===== config.mk =====
export PLATFORM = sky130hd
export DESIGN_NAME = wb_arbiter_flat
export DESIGN_NICKNAME = d
export VERILOG_FILES = /design/src/rtl/rv_pkg.sv /design/src/rtl/wb_arbiter_if.sv /design/src/rtl/wb_fifo.sv /design/src/rtl/wb_arbiter.sv /design/src/flat_wrapper.sv
export SDC_FILE = /design/constraint.sdc
export NUM_CORES = 1
export LEC_CHECK = 0
export ABC_CLOCK_PERIOD_IN_PS = 3200
export CAP_MARGIN = 20
export CORE_MARGIN = 5
export CORE_UTILIZATION = 49
export CTS_BUF_LIST = sky130_fd_sc_hd__clkbuf_4 sky130_fd_sc_hd__clkbuf_8 sky130_fd_sc_hd__clkbuf_16
export CTS_CLUSTER_DIAMETER = 40
export DETAILED_ROUTE_END_ITERATION = 10
export PLACE_DENSITY = 0.74
export SLEW_MARGIN = 20
export SYNTH_ARGS = -nofsm -noshare
export SYNTH_HDL_FRONTEND = slang
export SYNTH_SLANG_ARGS = --single-unit
export TNS_END_PERCENT = 20

===== constraint.sdc =====
create_clock -name clk -period 3.2 [get_ports clk]
set_clock_uncertainty 0.2 [all_clocks]
set_input_delay 0.8 -clock clk [delete_from_list [all_inputs] [get_ports clk]]
set_output_delay 0.8 -clock clk [all_outputs]
set_load 0.02 [all_outputs]

===== src/rtl/rv_pkg.sv =====
// Shared register-file and writeback types for the execute, memory and writeback stages.
package rv_pkg;

  localparam int unsigned XLEN       = 64;
  localparam int unsigned REG_ADDR_W = 5;
  localparam int unsigned NUM_REGS   = 32;

  typedef struct packed {
    logic [REG_ADDR_W-1:0] rd;
    logic [XLEN-1:0]       data;
  } wb_req_t;

  typedef enum logic [1:0] {
    WB_SRC_NONE = 2'd0,
    WB_SRC_ALU  = 2'd1,
    WB_SRC_MEM  = 2'd2
  } wb_src_e;

  function automatic logic [NUM_REGS-1:0] rd_onehot(input logic [REG_ADDR_W-1:0] rd);
    return NUM_REGS'(1) << rd;
  endfunction

endpackage


===== src/rtl/wb_arbiter_if.sv =====
// Producer-side and register-file-side signals of the writeback arbiter.
interface wb_arbiter_if;
  import rv_pkg::*;

  logic                  alu_valid;
  logic [REG_ADDR_W-1:0] alu_rd;
  logic [XLEN-1:0]       alu_data;
  logic                  mem_valid;
  logic                  mem_ready;
  logic [REG_ADDR_W-1:0] mem_rd;
  logic [XLEN-1:0]       mem_data;
  logic                  alu_hold;
  logic [NUM_REGS-1:0]   pending_mask;
  logic                  write_reg;
  logic [REG_ADDR_W-1:0] target_reg;
  logic [XLEN-1:0]       write_rd_data;

  modport master (
    output alu_valid, alu_rd, alu_data, mem_valid, mem_rd, mem_data,
    input  mem_ready, alu_hold, pending_mask, write_reg, target_reg, write_rd_data
  );

  modport slave (
    input  alu_valid, alu_rd, alu_data, mem_valid, mem_rd, mem_data,
    output mem_ready, alu_hold, pending_mask, write_reg, target_reg, write_rd_data
  );

endinterface


===== src/rtl/wb_fifo.sv =====
// Synchronous FIFO of writeback requests; exposes head, count and per-entry rd for masking.
module wb_fifo
  import rv_pkg::*;
#(
  parameter  int unsigned DEPTH = 4,
  localparam int unsigned PTR_W = $clog2(DEPTH),
  localparam int unsigned CNT_W = PTR_W + 1
) (
  input  logic                             clk,
  input  logic                             rst,
  input  logic                             push,
  input  wb_req_t                          push_req,
  input  logic                             pop,
  output wb_req_t                          head,
  output logic [PTR_W-1:0]                 head_idx,
  output logic [CNT_W-1:0]                 count,
  output logic [DEPTH-1:0]                 ent_valid,
  output logic [DEPTH-1:0][REG_ADDR_W-1:0] ent_rd
);

  logic [PTR_W-1:0] rd_ptr_q, rd_ptr_d;
  logic [PTR_W-1:0] wr_ptr_q, wr_ptr_d;
  logic [CNT_W-1:0] count_q, count_d;
  logic             push_ok, pop_ok;
  wb_req_t          mem_q [DEPTH];

  // Guard against overflow/underflow even if the caller misbehaves.
  always_comb begin
    push_ok  = push && (count_q != CNT_W'(DEPTH));
    pop_ok   = pop && (count_q != '0);
    rd_ptr_d = rd_ptr_q;
    wr_ptr_d = wr_ptr_q;
    count_d  = count_q;
    if (push_ok) wr_ptr_d = wr_ptr_q + PTR_W'(1);
    if (pop_ok)  rd_ptr_d = rd_ptr_q + PTR_W'(1);
    case ({push_ok, pop_ok})
      2'b10:   count_d = count_q + CNT_W'(1);
      2'b01:   count_d = count_q - CNT_W'(1);
      default: count_d = count_q;
    endcase
  end

  always_ff @(posedge clk or negedge rst) begin
    if (!rst) begin
      rd_ptr_q <= '0;
      wr_ptr_q <= '0;
      count_q  <= '0;
    end else begin
      rd_ptr_q <= rd_ptr_d;
      wr_ptr_q <= wr_ptr_d;
      count_q  <= count_d;
    end
  end

  // Payload storage needs no reset: validity comes from the pointers.
  always_ff @(posedge clk) begin
    if (push_ok) mem_q[wr_ptr_q] <= push_req;
  end

  assign head     = mem_q[rd_ptr_q];
  assign head_idx = rd_ptr_q;
  assign count    = count_q;

  for (genvar i = 0; i < DEPTH; i++) begin : g_ent
    logic [PTR_W-1:0] off;
    assign off          = PTR_W'(i) - rd_ptr_q;
    assign ent_valid[i] = {1'b0, off} < count_q;
    assign ent_rd[i]    = mem_q[i].rd;
  end

endmodule


===== src/rtl/wb_arbiter.sv =====
// Writeback arbiter: ALU results win the register-file port, queued long-latency
// results drain into free slots, with starvation protection via alu_hold.
module wb_arbiter
  import rv_pkg::*;
#(
  parameter  int unsigned DEPTH        = 4,
  parameter  int unsigned STARVE_LIMIT = 8,
  localparam int unsigned PTR_W        = $clog2(DEPTH),
  localparam int unsigned CNT_W        = PTR_W + 1,
  localparam int unsigned AGE_W        = $clog2(STARVE_LIMIT + 1)
) (
  input  logic         clk,
  input  logic         rst,
  wb_arbiter_if.slave  bus
);

  wb_req_t                          head;
  wb_req_t                          push_req;
  logic [PTR_W-1:0]                 head_idx;
  logic [CNT_W-1:0]                 count;
  logic [CNT_W-1:0]                 count_nx;
  logic [DEPTH-1:0]                 ent_valid;
  logic [DEPTH-1:0][REG_ADDR_W-1:0] ent_rd;
  wb_src_e                          sel;
  logic                             alu_take, push, pop;

  logic                  write_reg_q,     write_reg_d;
  logic [REG_ADDR_W-1:0] target_reg_q,    target_reg_d;
  logic [XLEN-1:0]       write_rd_data_q, write_rd_data_d;
  logic                  alu_hold_q,      alu_hold_d;
  logic [NUM_REGS-1:0]   pending_mask_q,  pending_mask_d;
  logic                  mem_ready_q,     mem_ready_d;
  logic [AGE_W-1:0]      age_q,           age_d;

  assign push_req = '{rd: bus.mem_rd, data: bus.mem_data};

  wb_fifo #(.DEPTH(DEPTH)) u_fifo (
    .clk       (clk),
    .rst       (rst),
    .push      (push),
    .push_req  (push_req),
    .pop       (pop),
    .head      (head),
    .head_idx  (head_idx),
    .count     (count),
    .ent_valid (ent_valid),
    .ent_rd    (ent_rd)
  );

  // Slot selection and handshakes; rd==0 results are consumed but never written.
  always_comb begin
    alu_take = bus.alu_valid && !alu_hold_q && (bus.alu_rd != '0);
    push     = bus.mem_valid && mem_ready_q && (bus.mem_rd != '0);
    sel      = WB_SRC_NONE;
    if (alu_take)           sel = WB_SRC_ALU;
    else if (count != '0)   sel = WB_SRC_MEM;
    pop      = (sel == WB_SRC_MEM);
  end

  always_comb begin
    write_reg_d     = 1'b0;
    target_reg_d    = '0;
    write_rd_data_d = '0;
    case (sel)
      WB_SRC_ALU: begin
        write_reg_d     = 1'b1;
        target_reg_d    = bus.alu_rd;
        write_rd_data_d = bus.alu_data;
      end
      WB_SRC_MEM: begin
        write_reg_d     = 1'b1;
        target_reg_d    = head.rd;
        write_rd_data_d = head.data;
      end
      default: ;
    endcase
  end

  // Occupancy after this edge drives ready/hold so both reflect registered state only.
  always_comb begin
    count_nx    = count + CNT_W'(push) - CNT_W'(pop);
    mem_ready_d = count_nx < CNT_W'(DEPTH);

    age_d = age_q;
    if ((count == '0) || pop)              age_d = '0;
    else if (age_q < AGE_W'(STARVE_LIMIT)) age_d = age_q + AGE_W'(1);

    alu_hold_d = (count_nx == CNT_W'(DEPTH)) || (age_d >= AGE_W'(STARVE_LIMIT));
  end

  // Mask of entries surviving this edge, plus the one being accepted.
  always_comb begin
    pending_mask_d = '0;
    for (int unsigned i = 0; i < DEPTH; i++) begin
      if (ent_valid[PTR_W'(i)] && !(pop && (head_idx == PTR_W'(i))))
        pending_mask_d |= rd_onehot(ent_rd[PTR_W'(i)]);
    end
    if (push) pending_mask_d |= rd_onehot(bus.mem_rd);
  end

  always_ff @(posedge clk or negedge rst) begin
    if (!rst) begin
      write_reg_q     <= 1'b0;
      target_reg_q    <= '0;
      write_rd_data_q <= '0;
      alu_hold_q      <= 1'b0;
      pending_mask_q  <= '0;
      mem_ready_q     <= 1'b1;
      age_q           <= '0;
    end else begin
      write_reg_q     <= write_reg_d;
      target_reg_q    <= target_reg_d;
      write_rd_data_q <= write_rd_data_d;
      alu_hold_q      <= alu_hold_d;
      pending_mask_q  <= pending_mask_d;
      mem_ready_q     <= mem_ready_d;
      age_q           <= age_d;
    end
  end

  assign bus.write_reg     = write_reg_q;
  assign bus.target_reg    = target_reg_q;
  assign bus.write_rd_data = write_rd_data_q;
  assign bus.alu_hold      = alu_hold_q;
  assign bus.pending_mask  = pending_mask_q;
  assign bus.mem_ready     = mem_ready_q;

  // Upstream must honour alu_hold; a result offered during hold is dropped.
  a_no_alu_during_hold: assert property (@(posedge clk) disable iff (!rst)
    !(bus.alu_valid && alu_hold_q));

endmodule

===== src/flat_wrapper.sv =====
// flat-port wrapper written by rule: the top's interface ports become plain ports
module wb_arbiter_flat import rv_pkg::*;
#(
  parameter  int unsigned DEPTH        = 4,
  parameter  int unsigned STARVE_LIMIT = 8,
  localparam int unsigned PTR_W        = $clog2(DEPTH),
  localparam int unsigned CNT_W        = PTR_W + 1,
  localparam int unsigned AGE_W        = $clog2(STARVE_LIMIT + 1)
)
  (clk, rst, bus_alu_valid, bus_alu_rd, bus_alu_data, bus_mem_valid, bus_mem_rd, bus_mem_data, bus_mem_ready, bus_alu_hold, bus_pending_mask, bus_write_reg, bus_target_reg, bus_write_rd_data);
  wb_arbiter_if bus_i ();
  input  logic clk;
  input  logic rst;
  input wire logic [$bits(bus_i.alu_valid)-1:0] bus_alu_valid;
  input wire logic [$bits(bus_i.alu_rd)-1:0] bus_alu_rd;
  input wire logic [$bits(bus_i.alu_data)-1:0] bus_alu_data;
  input wire logic [$bits(bus_i.mem_valid)-1:0] bus_mem_valid;
  input wire logic [$bits(bus_i.mem_rd)-1:0] bus_mem_rd;
  input wire logic [$bits(bus_i.mem_data)-1:0] bus_mem_data;
  output wire logic [$bits(bus_i.mem_ready)-1:0] bus_mem_ready;
  output wire logic [$bits(bus_i.alu_hold)-1:0] bus_alu_hold;
  output wire logic [$bits(bus_i.pending_mask)-1:0] bus_pending_mask;
  output wire logic [$bits(bus_i.write_reg)-1:0] bus_write_reg;
  output wire logic [$bits(bus_i.target_reg)-1:0] bus_target_reg;
  output wire logic [$bits(bus_i.write_rd_data)-1:0] bus_write_rd_data;
  assign bus_i.alu_valid = bus_alu_valid;
  assign bus_i.alu_rd = bus_alu_rd;
  assign bus_i.alu_data = bus_alu_data;
  assign bus_i.mem_valid = bus_mem_valid;
  assign bus_i.mem_rd = bus_mem_rd;
  assign bus_i.mem_data = bus_mem_data;
  assign bus_mem_ready = bus_i.mem_ready;
  assign bus_alu_hold = bus_i.alu_hold;
  assign bus_pending_mask = bus_i.pending_mask;
  assign bus_write_reg = bus_i.write_reg;
  assign bus_target_reg = bus_i.target_reg;
  assign bus_write_rd_data = bus_i.write_rd_data;
  wb_arbiter #(.DEPTH(DEPTH), .STARVE_LIMIT(STARVE_LIMIT)) u_core (.clk(clk), .rst(rst), .bus(bus_i));
endmodule

==> results.ini, run 1 <==
[timing]
final_max_slew_viol_count=0
worst_slew_pin_slew_ns=1.14
fmax_mhz=321
finalWorstPathRequiredPeriod_ns=3.12
final-setup-viol-count=0
holdWs_ns=0.0925
setup_slack_ns=0.0815
finalHoldViolCount=0
max_slew_margin=0.240
layout_worst_path_cycle_share=0.975

[layout]
n_antenna_cell=0
regMostFlops=u_core.u_fifo.mem_q
final_cell_mix=276 x edfxtp_1, 243 x clkdlybuf4s50_1, 156 x nand2_1
layout_commonest_cell=edfxtp_1
nets=1461
proportion_of_layout_cells_with_a_drive_suffix_above_1=0.191
syn_to_final_growth_pct=32.6
largest_register_ff_count=276

[global_route]
number_of_global_route_vias_before_repair=10500
global_route.usage.total=0.226
global_route.overflow_total=0
wire_length_of_the_first_global_routing_pass_um=62900
grt_max_degree=58
grt_antenna_before_repair=5

[clock_tree]
clk_path_buf_depth=3
ctsResizeCount=0
sinks_on_clock_net=391
post_cts_hold_buffer_count=0
h-tree-depth=2
postCtsSetupRepairBufs=0
clock-root-buffer=clkbuf_16
clock_transition_at_the_registers_of_the_reported_paths_ns=0.06
cts_tree=built
insertion_delay_ns=0.54
tritoncts.num_buffers=47

[yosys]
synthesis.area_um2=15700
synth_area_leaders=edfxtp_1 53%, dfrtp_1 18%, mux4_2 9.9%
post_synth.cell_area_avg_um2=15.9
seq_area_frac_synth=0.712
yosysTopAreaCellShare=0.528
synth_edf_count=276
synth.distinct_cells=49
post-synth-top-area-cell=edfxtp_1
postSynthCellCount=988
synth-warning-count=0
dominantRegCellSynth=edfxtp_1
async_flop_share=0.294
mappedNetlistNets=1148
synth_seq_cells=391

[worst_hold_path]
worstHoldPathType=in -> async

[pwr]
worst_case_vdd_ir_drop_mv=0.633
totalPowerFinal_mw=18.3
cellLeakagePower_nw=7.82
power.density_nw_per_um2=880

[floorplan]
die_x_um=189
rows=65
initial_utilization=0.497
boundary_pins=246
die-area_um2=35700
core-area_um2=31600
die_h_um=189

[setup_path]
critPathRequiredTime_ns=3.38
critical_path.max_fanout=13
arrival_ns=3.30
critical_path_sink_type=register
timing.setup.critical_path_class=in -> reg
critPathLaunchType=input pin

[route]
antenna_left=0
dr_total_vias=9912
drtPass1Iterations=9
drt-total-wl_um=40200
drcViolationCount=0
drt_first_iter_violations=894
wl_per_cell_um=23.1
drt-vias-per-instance=5.69

[place]
preCtsSetupSlack_ns=-0.489
dp_hpwl_um=27500
routabilityCongestion=0.936
io_buffer_count=245

[run_status]
status=completed

[job]
cap_violations=0

final timing paths:
| path | to | depth (start not counted) | from | slack [ns] |
|---|---|---|---|---|
| max reg2reg | u_core.bus.pending_mask[7] | 9 | u_core.u_fifo.head_idx[1] | 0.24 |
| min in group clk | u_core.bus.target_reg[3] | 3 | bus_alu_rd[3] | 0.33 |
| max | u_core.bus.pending_mask[12] | 8 | bus_alu_rd[2] | 0.08 |
| max in group asynchronous | u_core.bus.write_rd_data[4] | 2 | rst | 1.93 |
| min | u_core.age_q[2] | 1 | rst | 0.09 |
| min reg2reg | u_core.age_q[1] | 2 | u_core.age_q[1] | 0.36 |
cell families after synthesis:
logic type / count (synthesis) / synth area share
buffers and inverters: 66 / 0.0174
xor gates and xnor gates: 9 / 0.00502
AOI/OAI and AO/OA: 78 / 0.0413
muxes: 71 / 0.100
and+or+nand+nor: 355 / 0.109
DFF: 391 / 0.712
adders and majority gates: 18 / 0.0153
metrics by stage:
| stage | setup TNS, ns | cells | cell area, µm² | utilization |
|---|---|---|---|---|
| 3_5_place_dp | -10.65 | 1654 | 19200 | 0.609 |
| 5_1_grt | -0.0184 | 1742 | 20800 | 0.660 |
| 6_report | 0 | 1742 | 20800 | 0.660 |
| 2_1_floorplan | -111.85 | 988 | 15700 | - |
| 3_3_place_gp | -10.29 | 1654 | 19200 | 0.609 |
| 4_1_cts | 0 | 1742 | 20800 | 0.658 |
synth_stat cells, types with 2 or more instances:
master and n:
edfxtp_1 276, nand2_1 156, dfrtp_1 114, nand3_1 92, mux4_2 69, clkbuf_1 40
nor2_1 29, o221ai_1 23, ha_1 16, a221oi_1 14, a222oi_1 12, inv_1 12
nor2b_1 12, buf_1 9, nand2b_1 9, and3_1 8, nand4_1 7, and2_1 6
and3b_1 6, nor3_1 6, nor3b_1 6, xnor2_1 6, o21ai_0 5, or2_2 5
a21oi_1 4, nor4_1 4, or3_1 4, a31oi_1 3, a32oi_1 3, buf_6 3
o22a_1 3, xor2_1 3, a22o_1 2, buf_2 2, fa_1 2, mux2i_1 2
nor4b_4 2, o22ai_1 2
layout make-up:
type / instances / area [µm²]
inverter: 12 / 45.0
multi-input combinational: 531 / 4330
tap: 402 / 503
clock inverter: 32 / 270
clock buffer: 56 / 1280
fill: 2222 / 10700
sequential: 391 / 11200
timing repair buffer: 318 / 3210
layer usage:
metal	share of wire	track usage	vias up	wire [µm]
met1	0.42	0.312	4972	16700
met5	0.0017	0	-	69
met2	0.48	0.367	390	19500
met3	0.076	0.0557	74	3070
met4	0.023	0.0591	10	908
li1	-	-	4466	-
report_power, final:
| part | internal [mW] | switching [mW] | total [mW] |
|---|---|---|---|
| registers | 6.51 | 0.418 | 6.93 |
| logic | 2.94 | 3.33 | 6.27 |
| clock network | 3.00 | 2.12 | 5.12 |
| total | 12.5 | 5.87 | 18.3 |
critical path, stage by stage:
cell	delay, ns
clkdlybuf4s50_1	0.42
or3_4	0.40
o31a_4	0.30
buf_4	0.19
o22a_1	0.27
and3b_1	0.32
a222oi_1	0.41
o221ai_1	0.19
Power figures use the tool's default switching activity.
==> run 2, diff against run 1 <==
Settings changed: ABC_AREA set to 1, CORE_UTILIZATION 49 to 40, PLACE_DENSITY 0.74 to 0.61.
==> run 2 against run 1 <==
Compared with the run above: sequential power is 0.6% higher; synthesized cell count grew 74%; clock-buffer cell count rose by 8; power up 8.3%; wire length increased by 19%; setup slack improved by 0.21 ns; global-route usage fell by 2.5 points; die area rose by 32%.
==> results.ini, run 2 <==
[route]
drcViolationCount=0
wl_per_cell_um=18.7
drt_first_iter_violations=1047
antenna_left=0
drt-total-wl_um=47800
drt-vias-per-instance=5.14
dr_total_vias=13200
drtPass1Iterations=5

[global_route]
grt_max_degree=206
grt_antenna_before_repair=9
global_route.usage.total=0.201
number_of_global_route_vias_before_repair=13200
wire_length_of_the_first_global_routing_pass_um=74700
global_route.overflow_total=0

[yosys]
yosysTopAreaCellShare=0.481
postSynthCellCount=1719
mappedNetlistNets=1879
synth.most_common_cell=nand2_1
post_synth.cell_area_avg_um2=10.0
synth_area_leaders=edfxtp_1 48%, dfrtp_1 17%, nand2_1 8.3%
synth_seq_cells=391
synth-warning-count=0
seq_area_frac_synth=0.648
post-synth-top-area-cell=edfxtp_1
synthesis.area_um2=17200
dominantRegCellSynth=edfxtp_1
synthTopCellsByCount=383 x nand2_1, 276 x edfxtp_1, 234 x nand3_1
async_flop_share=0.294
synth.distinct_cells=31
synth_edf_count=276

[pwr]
power.internal_mw=12.7
worst_case_vdd_ir_drop_mv=0.530
cellLeakagePower_nw=9.28
p_switching_mw=7.19
sw_frac_of_total=0.362
sequentialPowerShare=0.351
power_frac_comb=0.355
p_clk_frac=0.294
power.density_nw_per_um2=889

[clock_tree]
insertion_delay_ns=0.58
clock-root-buffer=clkbuf_16
sinks_on_clock_net=391
cts_tree=built
post_cts_hold_buffer_count=0
h-tree-depth=2
clk_path_buf_depth=3
tritoncts.num_buffers=51
postCtsSetupRepairBufs=0
ctsResizeCount=0
clock_transition_at_the_registers_of_the_reported_paths_ns=0.05

[floorplan]
boundary_pins=246
initial_utilization=0.402
die_x_um=217
core-area_um2=42800
rows=76
die-area_um2=47300
die_h_um=217

[place]
io_buffer_count=245
placedCellCount=2463
routabilityCongestion=0.886
preCtsSetupSlack_ns=-0.310
dp_hpwl_um=31000
placed_area_um2=20500

[timing]
tns_ns=0
setup_repair_after_global_routing_missed_its_margin=no
finalHoldViolCount=0
setup_slack_ns=0.290
holdWs_ns=0.00289
finalWorstPathRequiredPeriod_ns=2.91
final-setup-viol-count=0
worst_slew_pin_slew_ns=0.955
max_slew_margin=0.364
final_max_slew_viol_count=0
layout_worst_path_cycle_share=0.909
fmax_mhz=344

[run_status]
status=completed

[worst_hold_path]
worstHoldPathType=in -> async

[setup_path]
slowest_delay_ns=0.48
critPathRequiredTime_ns=3.48
arrival_ns=3.19
path_delay_family=adder cells
critical_path.cell_chain=clkdlybuf4s50_1 > nor2_1 > nand3_1 > nand2_1 > inv_2 > nor2_4 > ha_1 > inv_1 > ha_1 > fa_1 > xor2_1 > xor2_1 > nand2_1 > o21ai_0
critical_path_sink_type=register
timing.setup.critical_path_class=in -> reg
critPathLaunchType=input pin
timing.critical_path.slowest_stage_cell=clkdlybuf4s50_1
timing.critical_path.buf_inv=3
critical_path.max_fanout=4

[layout]
fillerInstances=3811
nets=2130
post_layout_nonfiller_instances=2561
final_cell_mix=383 x nand2_1, 276 x edfxtp_1, 244 x clkdlybuf4s50_1
final_design_area_no_fill_um2=22300
layout_commonest_cell=nand2_1
syn_to_final_growth_pct=29.6
largest_register_ff_count=276
proportion_of_layout_cells_with_a_drive_suffix_above_1=0.0890
regMostFlops=u_core.u_fifo.mem_q

[job]
cap_violations=0

run 2: worst reg2reg max path: cells and delay by family, from the launching register on:
family                     cells  cell delay, ns
DFF                            1            0.50
xor gates and xnor gates       2            0.37
and+or+nand+nor                3            0.46
AOI/OAI and AO/OA              1            0.07
adders and majority gates      3            0.88
buffers and inverters          1            0.04
run 2: cell type report:
cell class                 instances  area, µm²  share of cell area
sequential                       391      11200               0.500
multi-input combinational       1072       5060               0.227
timing repair buffer             305       3030               0.136
clock buffer                      64       1460              0.0653
tap                              546        683              0.0306
inverter                         149        562              0.0252
clock inverter                    31        347              0.0155
antenna                            3       7.51            0.000336
run 2: power by group through the flow:
stage,Sequential (mW),Combinational (mW),Clock (mW)
floorplan,7.63,3.52,0
global placement,7.07,7.02,0
detailed placement,7.05,7.09,0
CTS,6.98,7.12,5.96
global route,7.07,7.75,6.20
finish,6.97,7.04,5.84
run 2: per-layer routing:
layer / GRT usage / share of wire / vias up
met5: 0 / 0.0023 / -
li1: - / - / 6369
met1: 0.264 / 0.41 / 6183
met2: 0.326 / 0.48 / 481
met4: 0.0739 / 0.033 / 16
met3: 0.0497 / 0.076 / 104
run 2: cell families (layout without fill, tap and decap cells):
kind of cell / Yosys count / count (layout) / synth area share
DFF: 391 / 391 / 0.648
buffers and inverters: 256 / 549 / 0.0599
xor gates and xnor gates: 7 / 7 / 0.00356
AOI/OAI and AO/OA: 167 / 167 / 0.0498
and+or+nand+nor: 880 / 880 / 0.224
adders and majority gates: 18 / 18 / 0.0139
other: 0 / 3 / 0
run 2: worst paths after layout:
check                                       start                            to  slack (ns)  cells after the start
min in group clk                  u_core.age_q[2]               u_core.age_q[2]        0.35                      2
hold reg to reg                   u_core.age_q[2]               u_core.age_q[2]        0.35                      2
setup reg to reg           u_core.u_fifo.count[0]           u_core.bus.alu_hold        0.59                     10
setup / recovery                    bus_alu_rd[1]           u_core.bus.alu_hold        0.29                     14
hold / removal                                rst      u_core.bus.target_reg[1]       0.003                      1
max in group asynchronous                     rst  u_core.bus.write_rd_data[21]        2.03                      2
run 2: per-stage QoR:
stage | util | total power [mW]
final | 0.522 | 19.8
after floorplan | - | 11.1
after CTS | 0.521 | 20.1
after global placement | 0.479 | 14.1
after detailed placement | 0.479 | 14.1
after global routing | 0.521 | 21.0
==> run 3, diff against run 2 <==
Settings changed: CORE_UTILIZATION 40 to 50, GPL_TIMING_DRIVEN set to 0, PLACE_DENSITY 0.61 to 0.74.
==> run 3 against run 2 <==
Compared with the run above: sequential power is 1% lower; hold slack better by 0.35 ns; wire length is 7.8% higher; critical endpoint is now u_core.bus.pending_mask[24].
==> results.ini, run 3 (synthesis results as in run 2) <==
[run_status]
status=completed

[timing]
finalHoldViolCount=0
setup_repair_after_global_routing_missed_its_margin=no
fmax_mhz=318
final-setup-viol-count=0
finalWorstPathRequiredPeriod_ns=3.14
setup_slack_ns=0.0557
final_max_slew_viol_count=0
layout_worst_path_cycle_share=0.983
max_slew_margin=0.540
tns_ns=0
worst_slew_pin_slew_ns=0.689

[setup_path]
critical_path_sink_type=register
critPathLaunchType=register
critical_path.max_fanout=11
critPathRequiredTime_ns=3.44
regToRegSetupSlack_ns=0.06
crit-reg2reg-launch=u_core.u_fifo.head_idx[0]
r2r.worst_path.cells=12
arrival_ns=3.39
timing.setup.critical_path_class=reg -> reg
reg2reg_to=u_core.bus.pending_mask[24]

[route]
drt_first_iter_violations=1245
wl_per_cell_um=20.3
dr_total_vias=14000
drt-total-wl_um=51500
drt-vias-per-instance=5.53
antenna_left=0
drtPass1Iterations=5
drcViolationCount=0

[clock_tree]
insertion_delay_ns=0.58
clock_transition_at_the_registers_of_the_reported_paths_ns=0.06
tritoncts.num_buffers=47
h-tree-depth=2
clk_path_buf_depth=3
clock-root-buffer=clkbuf_16
sinks_on_clock_net=391
cts_tree=built

[worst_hold_path]
hold_path_startpoint=u_core.age_q[2]
worstHoldPathType=reg -> reg
holdPathStages=2
hold_worst_path_end=u_core.age_q[2]

[pwr]
power.density_nw_per_um2=894
totalPowerFinal_mw=20.1
cellLeakagePower_nw=9.35
worst_case_vdd_ir_drop_mv=0.743

[layout]
layout_commonest_cell=nand2_1
fillerInstances=2628
nets=2201
finalCoreUtilization=0.655
syn_to_final_growth_pct=30.3
sequential_cell_area_um2=11200
proportion_of_layout_cells_with_a_drive_suffix_above_1=0.0971
regMostFlops=u_core.u_fifo.mem_q
largest_register_ff_count=276
multiInputGateArea_um2=5120
final_cell_mix=382 x nand2_1, 276 x edfxtp_1, 238 x clkdlybuf4s50_1

[global_route]
grt_max_degree=60
number_of_global_route_vias_before_repair=14200
global_route.overflow_total=0
wire_length_of_the_first_global_routing_pass_um=79800
grt_antenna_before_repair=7
global_route.usage.total=0.268

[place]
io_buffer_count=245
preCtsSetupSlack_ns=-1.35
dp_hpwl_um=36300
routabilityCongestion=0.944

[job]
cap_violations=0

[floorplan]
initial_utilization=0.502
boundary_pins=246
core-area_um2=34300
die-area_um2=38300
die_h_um=196
rows=68
die_x_um=196

==> run 3: area by class of cell <==
cell class / instances / area share
inverters: 149 / 0.0254
diodes: 2 / 0.000223
plain buffers: 106 / 0.0218
clock buffers: 59 / 0.0580
well taps: 455 / 0.0254
clock inverters: 29 / 0.0138
flip-flops and latches: 391 / 0.498
multi-input cells: 1072 / 0.228
repair buffers: 274 / 0.130
==> run 3: critical path, cell delays in order, from the launching register on <==
cell	delay, ns
dfrtp_1	0.38
clkbuf_4	0.23
inv_1	0.10
clkbuf_4	0.23
ha_1	0.36
ha_1	0.30
a21boi_0	0.27
o21ai_2	0.18
buf_2	0.23
nand3_1	0.14
nand2_1	0.07
nor2_2	0.19
nand2_1	0.12
==> run 3: stage by stage <==
stage	cells	cell area, µm²	hold WS (ns)
final	2537	22400	0.351
after global routing	2536	22400	0.401
after CTS	2528	22300	0.359
after detailed placement	2433	20600	0.349
after global placement	2419	20300	0.335
after floorplan	1719	17200	0.304
==> run 3: layer usage <==
layer / GRT usage / routed length (µm)
met1: 0.337 / 19600
met4: 0.100 / 1940
met2: 0.457 / 25400
met3: 0.0619 / 4450
met5: 0 / 75
==> run 3: report_power, final <==
part | internal [mW] | switching [mW] | total (mW)
sequential | 6.53 | 0.357 | 6.89
clock | 3.26 | 2.16 | 5.42
combinational | 2.69 | 5.07 | 7.76
==> run 3: worst max path at each step <==
| stage | startpoint | to | slack, ns | depth (start not counted) |
|---|---|---|---|---|
| after floorplan | bus_mem_rd[2] | u_core.u_fifo.mem_q[0][0] | -0.72 | 7 |
| after global placement | rst | u_core.bus.write_rd_data[60] | -3.59 | 1 |
| after detailed placement | bus_alu_valid | u_core.bus.alu_hold | -1.35 | 15 |
| after CTS | u_core.u_fifo.head_idx[0] | u_core.bus.pending_mask[24] | 0.02 | 12 |
| after global routing | u_core.u_fifo.head_idx[0] | u_core.bus.pending_mask[24] | 0.009 | 12 |
| final | u_core.u_fifo.head_idx[0] | u_core.bus.pending_mask[24] | 0.06 | 12 |
==> run 3: timing repair <==
action,4_1_cts,5_1_grt
gates resized for setup,23,19
setup endpoints to repair,264,44
endpoints found under the hold margin,1,0
pin swaps,3,3
buffers inserted,7,7
hold buffers,1,0
